==> src/rtl/logic_unit_pkg.sv <==
// Op encoding and the bitwise op function shared by the logic unit pipeline and its bench.
package logic_unit_pkg;

  localparam int unsigned OP_W = 3;

  typedef enum logic [OP_W-1:0] {
    OP_AND  = 3'd0,
    OP_OR   = 3'd1,
    OP_XOR  = 3'd2,
    OP_NAND = 3'd3,
    OP_NOR  = 3'd4,
    OP_XNOR = 3'd5,
    OP_ANDN = 3'd6,
    OP_PASS = 3'd7
  } op_e;

  // Single-bit form; callers apply it per bit, so it works for any operand width.
  function automatic logic logic_op(op_e op, logic a, logic b);
    logic r;
    case (op)
      OP_AND:  r = a & b;
      OP_OR:   r = a | b;
      OP_XOR:  r = a ^ b;
      OP_NAND: r = ~(a & b);
      OP_NOR:  r = ~(a | b);
      OP_XNOR: r = ~(a ^ b);
      OP_ANDN: r = a & ~b;
      default: r = a;
    endcase
    return r;
  endfunction

endpackage

==> src/rtl/logic_unit_pipe_if.sv <==
// Operand/result handshake bundle for logic_unit_pipe.
// LOGIC_UNIT_REDUCE_EN adds the out_red reduction flags.
interface logic_unit_pipe_if #(
  parameter int WIDTH = 8,
  parameter int CNT_W = 16
);
  import logic_unit_pkg::*;

  logic             in_valid;
  logic             in_ready;
  op_e              in_op;
  logic [WIDTH-1:0] in_a;
  logic [WIDTH-1:0] in_b;
  logic             out_valid;
  logic             out_ready;
  logic [WIDTH-1:0] out_f;
  op_e              out_op;
  logic [CNT_W-1:0] done_cnt;
`ifdef LOGIC_UNIT_REDUCE_EN
  logic [2:0]       out_red;

  modport master (output in_valid, in_op, in_a, in_b, out_ready,
                  input  in_ready, out_valid, out_f, out_op, done_cnt, out_red);
  modport slave  (input  in_valid, in_op, in_a, in_b, out_ready,
                  output in_ready, out_valid, out_f, out_op, done_cnt, out_red);
`else
  modport master (output in_valid, in_op, in_a, in_b, out_ready,
                  input  in_ready, out_valid, out_f, out_op, done_cnt);
  modport slave  (input  in_valid, in_op, in_a, in_b, out_ready,
                  output in_ready, out_valid, out_f, out_op, done_cnt);
`endif

endinterface

==> src/rtl/logic_pipe_stage.sv <==
// One valid/payload register of the pipeline; loads whenever the stage advances.
module logic_pipe_stage #(
  parameter int W = 8
) (
  input  logic         clk,
  input  logic         rst,
  input  logic         up_valid,
  input  logic [W-1:0] up_data,
  input  logic         adv,
  output logic         dn_valid,
  output logic [W-1:0] dn_data
);

  // Payload only loads with a valid item so an empty stage keeps its last result.
  always_ff @(posedge clk) begin
    if (rst) begin
      dn_valid <= 1'b0;
      dn_data  <= '0;
    end else if (adv) begin
      dn_valid <= up_valid;
      if (up_valid) dn_data <= up_data;
    end
  end

endmodule

==> src/rtl/logic_unit_pipe.sv <==
// Pipelined eight-op bitwise unit with valid/ready on both sides and a completion counter.
// Define LOGIC_UNIT_REDUCE_EN to carry {^f, |f, &f} alongside each result as out_red.
module logic_unit_pipe
  import logic_unit_pkg::*;
#(
  parameter int WIDTH = 8,
  parameter int DEPTH = 2,
  parameter int CNT_W = 16
) (
  input logic              clk,
  input logic              rst,
  logic_unit_pipe_if.slave bus
);

`ifdef LOGIC_UNIT_REDUCE_EN
  localparam int PAY_W = WIDTH + OP_W + 3;
`else
  localparam int PAY_W = WIDTH + OP_W;
`endif

  logic [WIDTH-1:0] f_in;
  logic [PAY_W-1:0] pay [DEPTH+1];
  logic [DEPTH-1:0] vld;
  logic [DEPTH-1:0] adv;
  logic [CNT_W-1:0] cnt_q;

  always_comb begin
    f_in = '0;
    for (int i = 0; i < WIDTH; i++) f_in[i] = logic_op(bus.in_op, bus.in_a[i], bus.in_b[i]);
  end

`ifdef LOGIC_UNIT_REDUCE_EN
  assign pay[0] = {^f_in, |f_in, &f_in, bus.in_op, f_in};
`else
  assign pay[0] = {bus.in_op, f_in};
`endif

  // A stage advances when it or any stage after it is empty, or the consumer takes the head.
  always_comb begin
    for (int k = 0; k < DEPTH; k++) begin
      adv[k] = bus.out_ready;
      for (int j = k; j < DEPTH; j++) if (!vld[j]) adv[k] = 1'b1;
    end
  end

  for (genvar k = 0; k < DEPTH; k++) begin : g_stage
    logic up_v;
    if (k == 0) begin : g_first
      assign up_v = bus.in_valid;
    end else begin : g_rest
      assign up_v = vld[k-1];
    end
    logic_pipe_stage #(.W(PAY_W)) u_stage (
      .clk      (clk),
      .rst      (rst),
      .up_valid (up_v),
      .up_data  (pay[k]),
      .adv      (adv[k]),
      .dn_valid (vld[k]),
      .dn_data  (pay[k+1])
    );
  end

  always_ff @(posedge clk) begin
    if (rst) cnt_q <= '0;
    else if (vld[DEPTH-1] && bus.out_ready) cnt_q <= cnt_q + 1'b1;
  end

  assign bus.in_ready  = !rst && adv[0];
  assign bus.out_valid = vld[DEPTH-1];
  assign bus.out_f     = pay[DEPTH][WIDTH-1:0];
  assign bus.out_op    = op_e'(pay[DEPTH][WIDTH +: OP_W]);
  assign bus.done_cnt  = cnt_q;
`ifdef LOGIC_UNIT_REDUCE_EN
  assign bus.out_red   = pay[DEPTH][WIDTH+OP_W +: 3];
`endif

endmodule
==> src/flat_wrapper.sv <==
// flat-port wrapper written by rule: the top's interface ports become plain ports
module logic_unit_pipe_flat import logic_unit_pkg::*;
#(
  parameter int WIDTH = 8,
  parameter int DEPTH = 2,
  parameter int CNT_W = 16
)
  (clk, rst, bus_in_valid, bus_in_op, bus_in_a, bus_in_b, bus_out_ready, bus_in_ready, bus_out_valid, bus_out_f, bus_out_op, bus_done_cnt);
  logic_unit_pipe_if #(.WIDTH(WIDTH), .CNT_W(CNT_W)) bus_i ();
  input logic clk;
  input logic rst;
  input wire logic [$bits(bus_i.in_valid)-1:0] bus_in_valid;
  input wire logic [$bits(bus_i.in_op)-1:0] bus_in_op;
  input wire logic [$bits(bus_i.in_a)-1:0] bus_in_a;
  input wire logic [$bits(bus_i.in_b)-1:0] bus_in_b;
  input wire logic [$bits(bus_i.out_ready)-1:0] bus_out_ready;
  output wire logic [$bits(bus_i.in_ready)-1:0] bus_in_ready;
  output wire logic [$bits(bus_i.out_valid)-1:0] bus_out_valid;
  output wire logic [$bits(bus_i.out_f)-1:0] bus_out_f;
  output wire logic [$bits(bus_i.out_op)-1:0] bus_out_op;
  output wire logic [$bits(bus_i.done_cnt)-1:0] bus_done_cnt;
  assign bus_i.in_valid = bus_in_valid;
  assign bus_i.in_op = bus_in_op;
  assign bus_i.in_a = bus_in_a;
  assign bus_i.in_b = bus_in_b;
  assign bus_i.out_ready = bus_out_ready;
  assign bus_in_ready = bus_i.in_ready;
  assign bus_out_valid = bus_i.out_valid;
  assign bus_out_f = bus_i.out_f;
  assign bus_out_op = bus_i.out_op;
  assign bus_done_cnt = bus_i.done_cnt;
  logic_unit_pipe #(.WIDTH(WIDTH), .DEPTH(DEPTH), .CNT_W(CNT_W)) u_core (.clk(clk), .rst(rst), .bus(bus_i));
endmodule
==> config.mk <==
export PLATFORM = sky130hd
export DESIGN_NAME = logic_unit_pipe_flat
export DESIGN_NICKNAME = d
export VERILOG_FILES = /design/src/rtl/logic_unit_pkg.sv /design/src/rtl/logic_unit_pipe_if.sv /design/src/rtl/logic_pipe_stage.sv /design/src/rtl/logic_unit_pipe.sv /design/src/flat_wrapper.sv
export SDC_FILE = /design/constraint.sdc
export NUM_CORES = 1
export LEC_CHECK = 0
export ABC_AREA = 1
export CAP_MARGIN = 20
export CELL_PAD_IN_SITES_DETAIL_PLACEMENT = 0
export CELL_PAD_IN_SITES_GLOBAL_PLACEMENT = 1
export CORE_MARGIN = 1
export CORE_UTILIZATION = 35
export DETAILED_ROUTE_END_ITERATION = 6
export PLACE_DENSITY = 0.82
export SLEW_MARGIN = 5
export SYNTH_ARGS = -nofsm -noshare
export SYNTH_HDL_FRONTEND = slang
export SYNTH_SLANG_ARGS = --single-unit
==> constraint.sdc <==
create_clock -name clk -period 1.6 [get_ports clk]
set_input_delay 0.32 -clock clk [delete_from_list [all_inputs] [get_ports clk]]
set_output_delay 0.32 -clock clk [all_outputs]
set_load 0.005 [all_outputs]
==> results.yml <==
finish:
  final_design_utilization: 0.504
  num_antenna_cells: 0
  instances_no_fill: 570
  finalNetCount: 518
  fillCellCount: 751
  final_area_sq_um: 3640
  area_growth_syn_to_layout_pct: 40.2
  drive_gt1_frac: 0.159
clock_tree:
  cts_root_buffer: "sky130_fd_sc_hd__clkbuf_8"
  clk_slew_on_worst_s_h_paths_ps: 90
  cts_max_path_buffers: 2
  cts-buffers-inserted: 5
  clk-insertion-delay-late_ps: 290
  clock_tree_from_tritoncts: "built"
  cts_max_level: 2
  cts_num_sinks: 40
floorplan:
  die_height_um: 88.1
  initial_core_util: 0.360
  fp.coreArea_sq_um: 7210
  chipWidth_um: 88.1
  std_cell_rows: 31
  top_level_ports: 52
  design.die.area_sq_um: 7760
worst_setup_path:
  crit_family: "buffers and inverters"
  critical_path.startpoint_type: "register"
  ff2ff_path_depth: 8
  regToRegSetupSlack_ps: 150
  cp.arrival_ps: 1240
  worstSetupEndpointType: "output port"
  crit_path_max_fanout: 5
  crit_path_cell_trace: "clkdlybuf4s50_1"
  type_of_the_worst_setup_path: "register to output port"
  crit_slowest_cell: "sky130_fd_sc_hd__clkdlybuf4s50_1"
  max_stage_delay_ps: 530
  critical_path.n_buffers_inverters: 1
  reg2reg_from: "u_core.bus.done_cnt[0]$_SDFFE_PP0P_"
  critical_path_rt_ps: 1280
  worst_r2r_endpoint: "u_core.bus.done_cnt[14]$_SDFFE_PP0P_"
synth:
  syn-cell-area_sq_um: 2590
  synth.area.top_cells: "sky130_fd_sc_hd__dfxtp_1 (31%), sky130_fd_sc_hd__ha_1 (12%), sky130_fd_sc_hd__nor2_1 (12%), sky130_fd_sc_hd__nand2_1 (9.7%), sky130_fd_sc_hd__inv_1 (5.6%)"
  ys_seq_elements: 40
  netlist.top_cell.by_area: "sky130_fd_sc_hd__dfxtp_1"
  synth.net_count: 434
  synth.lib_cells_used.distinct: 25
  synth.yosys.seq_area_share: 0.309
  post-synth-top-area-fraction: 0.309
  yosys_warnings: 0
  post_synthesis_instance_total: 386
  avg_inst_size_synth_sq_um: 6.72
place:
  detailed_place_hpwl_mm: 4.98
  numPortBuffers: 51
  placed_cells: 561
  dp_worst_setup_slack_ps: -340
  detailed_place.area_sq_um: 3480
  routabilityCongestion: 0.790
global_route:
  grt_max_degree: 33
  first_global_vias: 2619
  aggregate_global_routing_overflow: 0
  grt_pass1_wl_mm: 11.3
  grt_antenna_before_repair: 0
  grt_util_all_layers: 0.182
timing:
  post-route-period-util: 0.973
  final.setup.worst_slack_ps: 43.0
  timing_hold_violations_final: 0
  final.min_clock_period_ps: 1560
  worst_margin_slew_ps: 382
  setup_viol: 0
  clock.fmax_mhz: 642
  clock-skew-final_ps: 5.12
  report.final.slew_viol_count: 0
  grt_setup_unrepaired: "false"
  hold_slack_ps: 484
  slew-limit-headroom: 0.744
power_and_ir_drop:
  net_load_switching_power_uw: 664
  vdd.ir_drop.worst_mv: 0.313
  switching_portion_of_total_power: 0.273
  total_leakage_power_nw: 1.70
  power_frac_seq: 0.440
  power.internal_mw: 1.76
  power.density_nw_per_um2: 668
  power_frac_clock: 0.352
  share_comb_of_total_power: 0.208
outcome:
  status: "completed"
routing:
  route.detailed.wl_per_inst_um: 11.5
  detailroute.via_count: 2696
  vias_per_cell: 4.73
  drc: 0
  routed_wire_length_mm: 6.56
  drt_first_pass_iters: 4
  drt-initial-drc-count: 107
  final_antenna_net_count: 0
run:
  timing.max_cap.violations: 0
worst_hold_path:
  hold_depth: 2
  min-delay-path-class: "register to register"
  min_delay_worst_endpoint: "u_core.g_stage[1].u_stage.dn_data[1]$_SDFFE_PP0P_"
  hold_start: "u_core.g_stage[1].u_stage.dn_data[1]$_SDFFE_PP0P_"
[cell usage in the layout, fill, tap and decap left out, types with 2 or more instances in the layout]
| cell | synthesis | layout |
|---|---|---|
| sky130_fd_sc_hd__nor2_4 | 3 | 5 |
| sky130_fd_sc_hd__dfxtp_2 | 0 | 6 |
| sky130_fd_sc_hd__ha_1 | 25 | 25 |
| sky130_fd_sc_hd__dlygate4sd2_1 | 0 | 3 |
| sky130_fd_sc_hd__dfxtp_1 | 40 | 34 |
| sky130_fd_sc_hd__clkbuf_8 | 0 | 5 |
| sky130_fd_sc_hd__nor3b_1 | 2 | 2 |
| sky130_fd_sc_hd__nand3_1 | 29 | 29 |
| sky130_fd_sc_hd__dlymetal6s2s_1 | 0 | 3 |
| sky130_fd_sc_hd__o21ai_0 | 27 | 27 |
| sky130_fd_sc_hd__buf_4 | 2 | 40 |
| sky130_fd_sc_hd__nand3_2 | 2 | 2 |
| sky130_fd_sc_hd__buf_12 | 0 | 2 |
| sky130_fd_sc_hd__inv_2 | 2 | 3 |
| sky130_fd_sc_hd__nor2_2 | 3 | 3 |
| sky130_fd_sc_hd__nor2_1 | 81 | 79 |
| sky130_fd_sc_hd__nand2_2 | 3 | 2 |
| sky130_fd_sc_hd__nand3b_1 | 9 | 9 |
| sky130_fd_sc_hd__nor3_1 | 3 | 3 |
| sky130_fd_sc_hd__nand4_1 | 17 | 17 |
| sky130_fd_sc_hd__nand2_1 | 67 | 67 |
| sky130_fd_sc_hd__inv_1 | 39 | 38 |
| sky130_fd_sc_hd__a21oi_1 | 13 | 13 |
| sky130_fd_sc_hd__clkdlybuf4s50_1 | 0 | 45 |
[layer usage]
metal,vias up,wire [um],track usage
li1,1408,-,-
met1,1237,2930,0.207
met2,43,3360,0.352
met3,8,177,0.0264
met4,0,96,0.0484
met5,-,0,0
[sequential cells by signal (all words and copies together) (netlist names)]
signal and flops:
u_core.g_stage.u_stage.dn_data 22, u_core.bus.done_cnt 16, u_core.g_stage.u_stage.dn_valid 2
[metrics by stage]
| step | power [mW] | TNS (ps) |
|---|---|---|
| CTS | 2.45 | 0 |
| floorplan | 1.34 | 0 |
| global placement | 1.59 | -3190 |
| finish | 2.43 | 0 |
| global route | 2.56 | 0 |
| detailed placement | 1.60 | -3880 |
[cell usage after synthesis]
library cell	n
sky130_fd_sc_hd__xor2_1	1
sky130_fd_sc_hd__dfxtp_1	40
sky130_fd_sc_hd__buf_4	2
sky130_fd_sc_hd__and3_2	1
sky130_fd_sc_hd__nand3_2	2
sky130_fd_sc_hd__nor3_1	3
sky130_fd_sc_hd__ha_1	25
sky130_fd_sc_hd__nor3b_1	2
sky130_fd_sc_hd__nand2_2	3
sky130_fd_sc_hd__buf_2	8
sky130_fd_sc_hd__inv_1	39
sky130_fd_sc_hd__a21oi_1	13
sky130_fd_sc_hd__nor2_8	1
sky130_fd_sc_hd__a21o_2	1
sky130_fd_sc_hd__nor2_1	81
sky130_fd_sc_hd__nor2_4	3
sky130_fd_sc_hd__nor2_2	3
sky130_fd_sc_hd__clkbuf_1	6
sky130_fd_sc_hd__o21ai_0	27
sky130_fd_sc_hd__nand4_1	17
sky130_fd_sc_hd__o21a_1	1
sky130_fd_sc_hd__nand3b_1	9
sky130_fd_sc_hd__nand2_1	67
sky130_fd_sc_hd__inv_2	2
sky130_fd_sc_hd__nand3_1	29
[cell type report]
cell class,count,area (sq um),share of cell area
well taps,99,124,0.0341
inverters,41,154,0.0423
multi-input cells,289,1580,0.435
clock buffers,5,68.8,0.0189
flip-flops and latches,40,808,0.222
clock inverters,3,46.3,0.0127
repair buffers,93,855,0.235
[worst max path at each step]
stage	start	endpoint	slack (ps)	depth (start not counted)
4_1_cts	u_core.bus.done_cnt[1]$_SDFFE_PP0P_	u_core.bus.done_cnt[14]$_SDFFE_PP0P_	30	8
2_1_floorplan	u_core.bus.done_cnt[1]$_SDFFE_PP0P_	u_core.bus.done_cnt[14]$_SDFFE_PP0P_	280	8
3_5_place_dp	bus_in_op[0]	u_core.g_stage[0].u_stage.dn_data[1]$_SDFFE_PP0P_	-340	8
6_report	u_core.bus.done_cnt[10]$_SDFFE_PP0P_	bus_done_cnt[10]	40	1
5_1_grt	u_core.bus.done_cnt[9]$_SDFFE_PP0P_	bus_done_cnt[9]	5	1
3_3_place_gp	bus_out_ready	bus_in_ready	-300	6
[power groups by stage]
| stage | sequential [mW] | combinational [mW] | clock [mW] |
|---|---|---|---|
| global placement | 1.09 | 0.497 | 0 |
| floorplan | 1.09 | 0.254 | 0 |
| detailed placement | 1.09 | 0.507 | 0 |
| finish | 1.07 | 0.506 | 0.854 |
| global route | 1.07 | 0.577 | 0.908 |
| CTS | 1.07 | 0.511 | 0.875 |
[kinds of logic (layout without fill, tap and decap cells)]
group                    after synthesis  count (layout)  share of synthesized area
adder cells (fa/ha/maj)               25              25                      0.121
flip-flops                            40              40                      0.309
XOR/XNOR                               1               1                    0.00338
AO/OA/AOI/OAI                         42              42                     0.0835
AND/OR/NAND/NOR                      221             221                      0.395
buffers and inverters                 57             142                     0.0892
[what timing repair did]
action | in CTS | in global routing
setup buffers | 1 | 0
cloned | 0 | 0
endpoints found under the setup margin | 9 | 11
gates resized for setup | 7 | 11
hold buffers | 0 | 0
pin swaps | 0 | 3
Note: power is estimated with default switching activity, not from simulation.
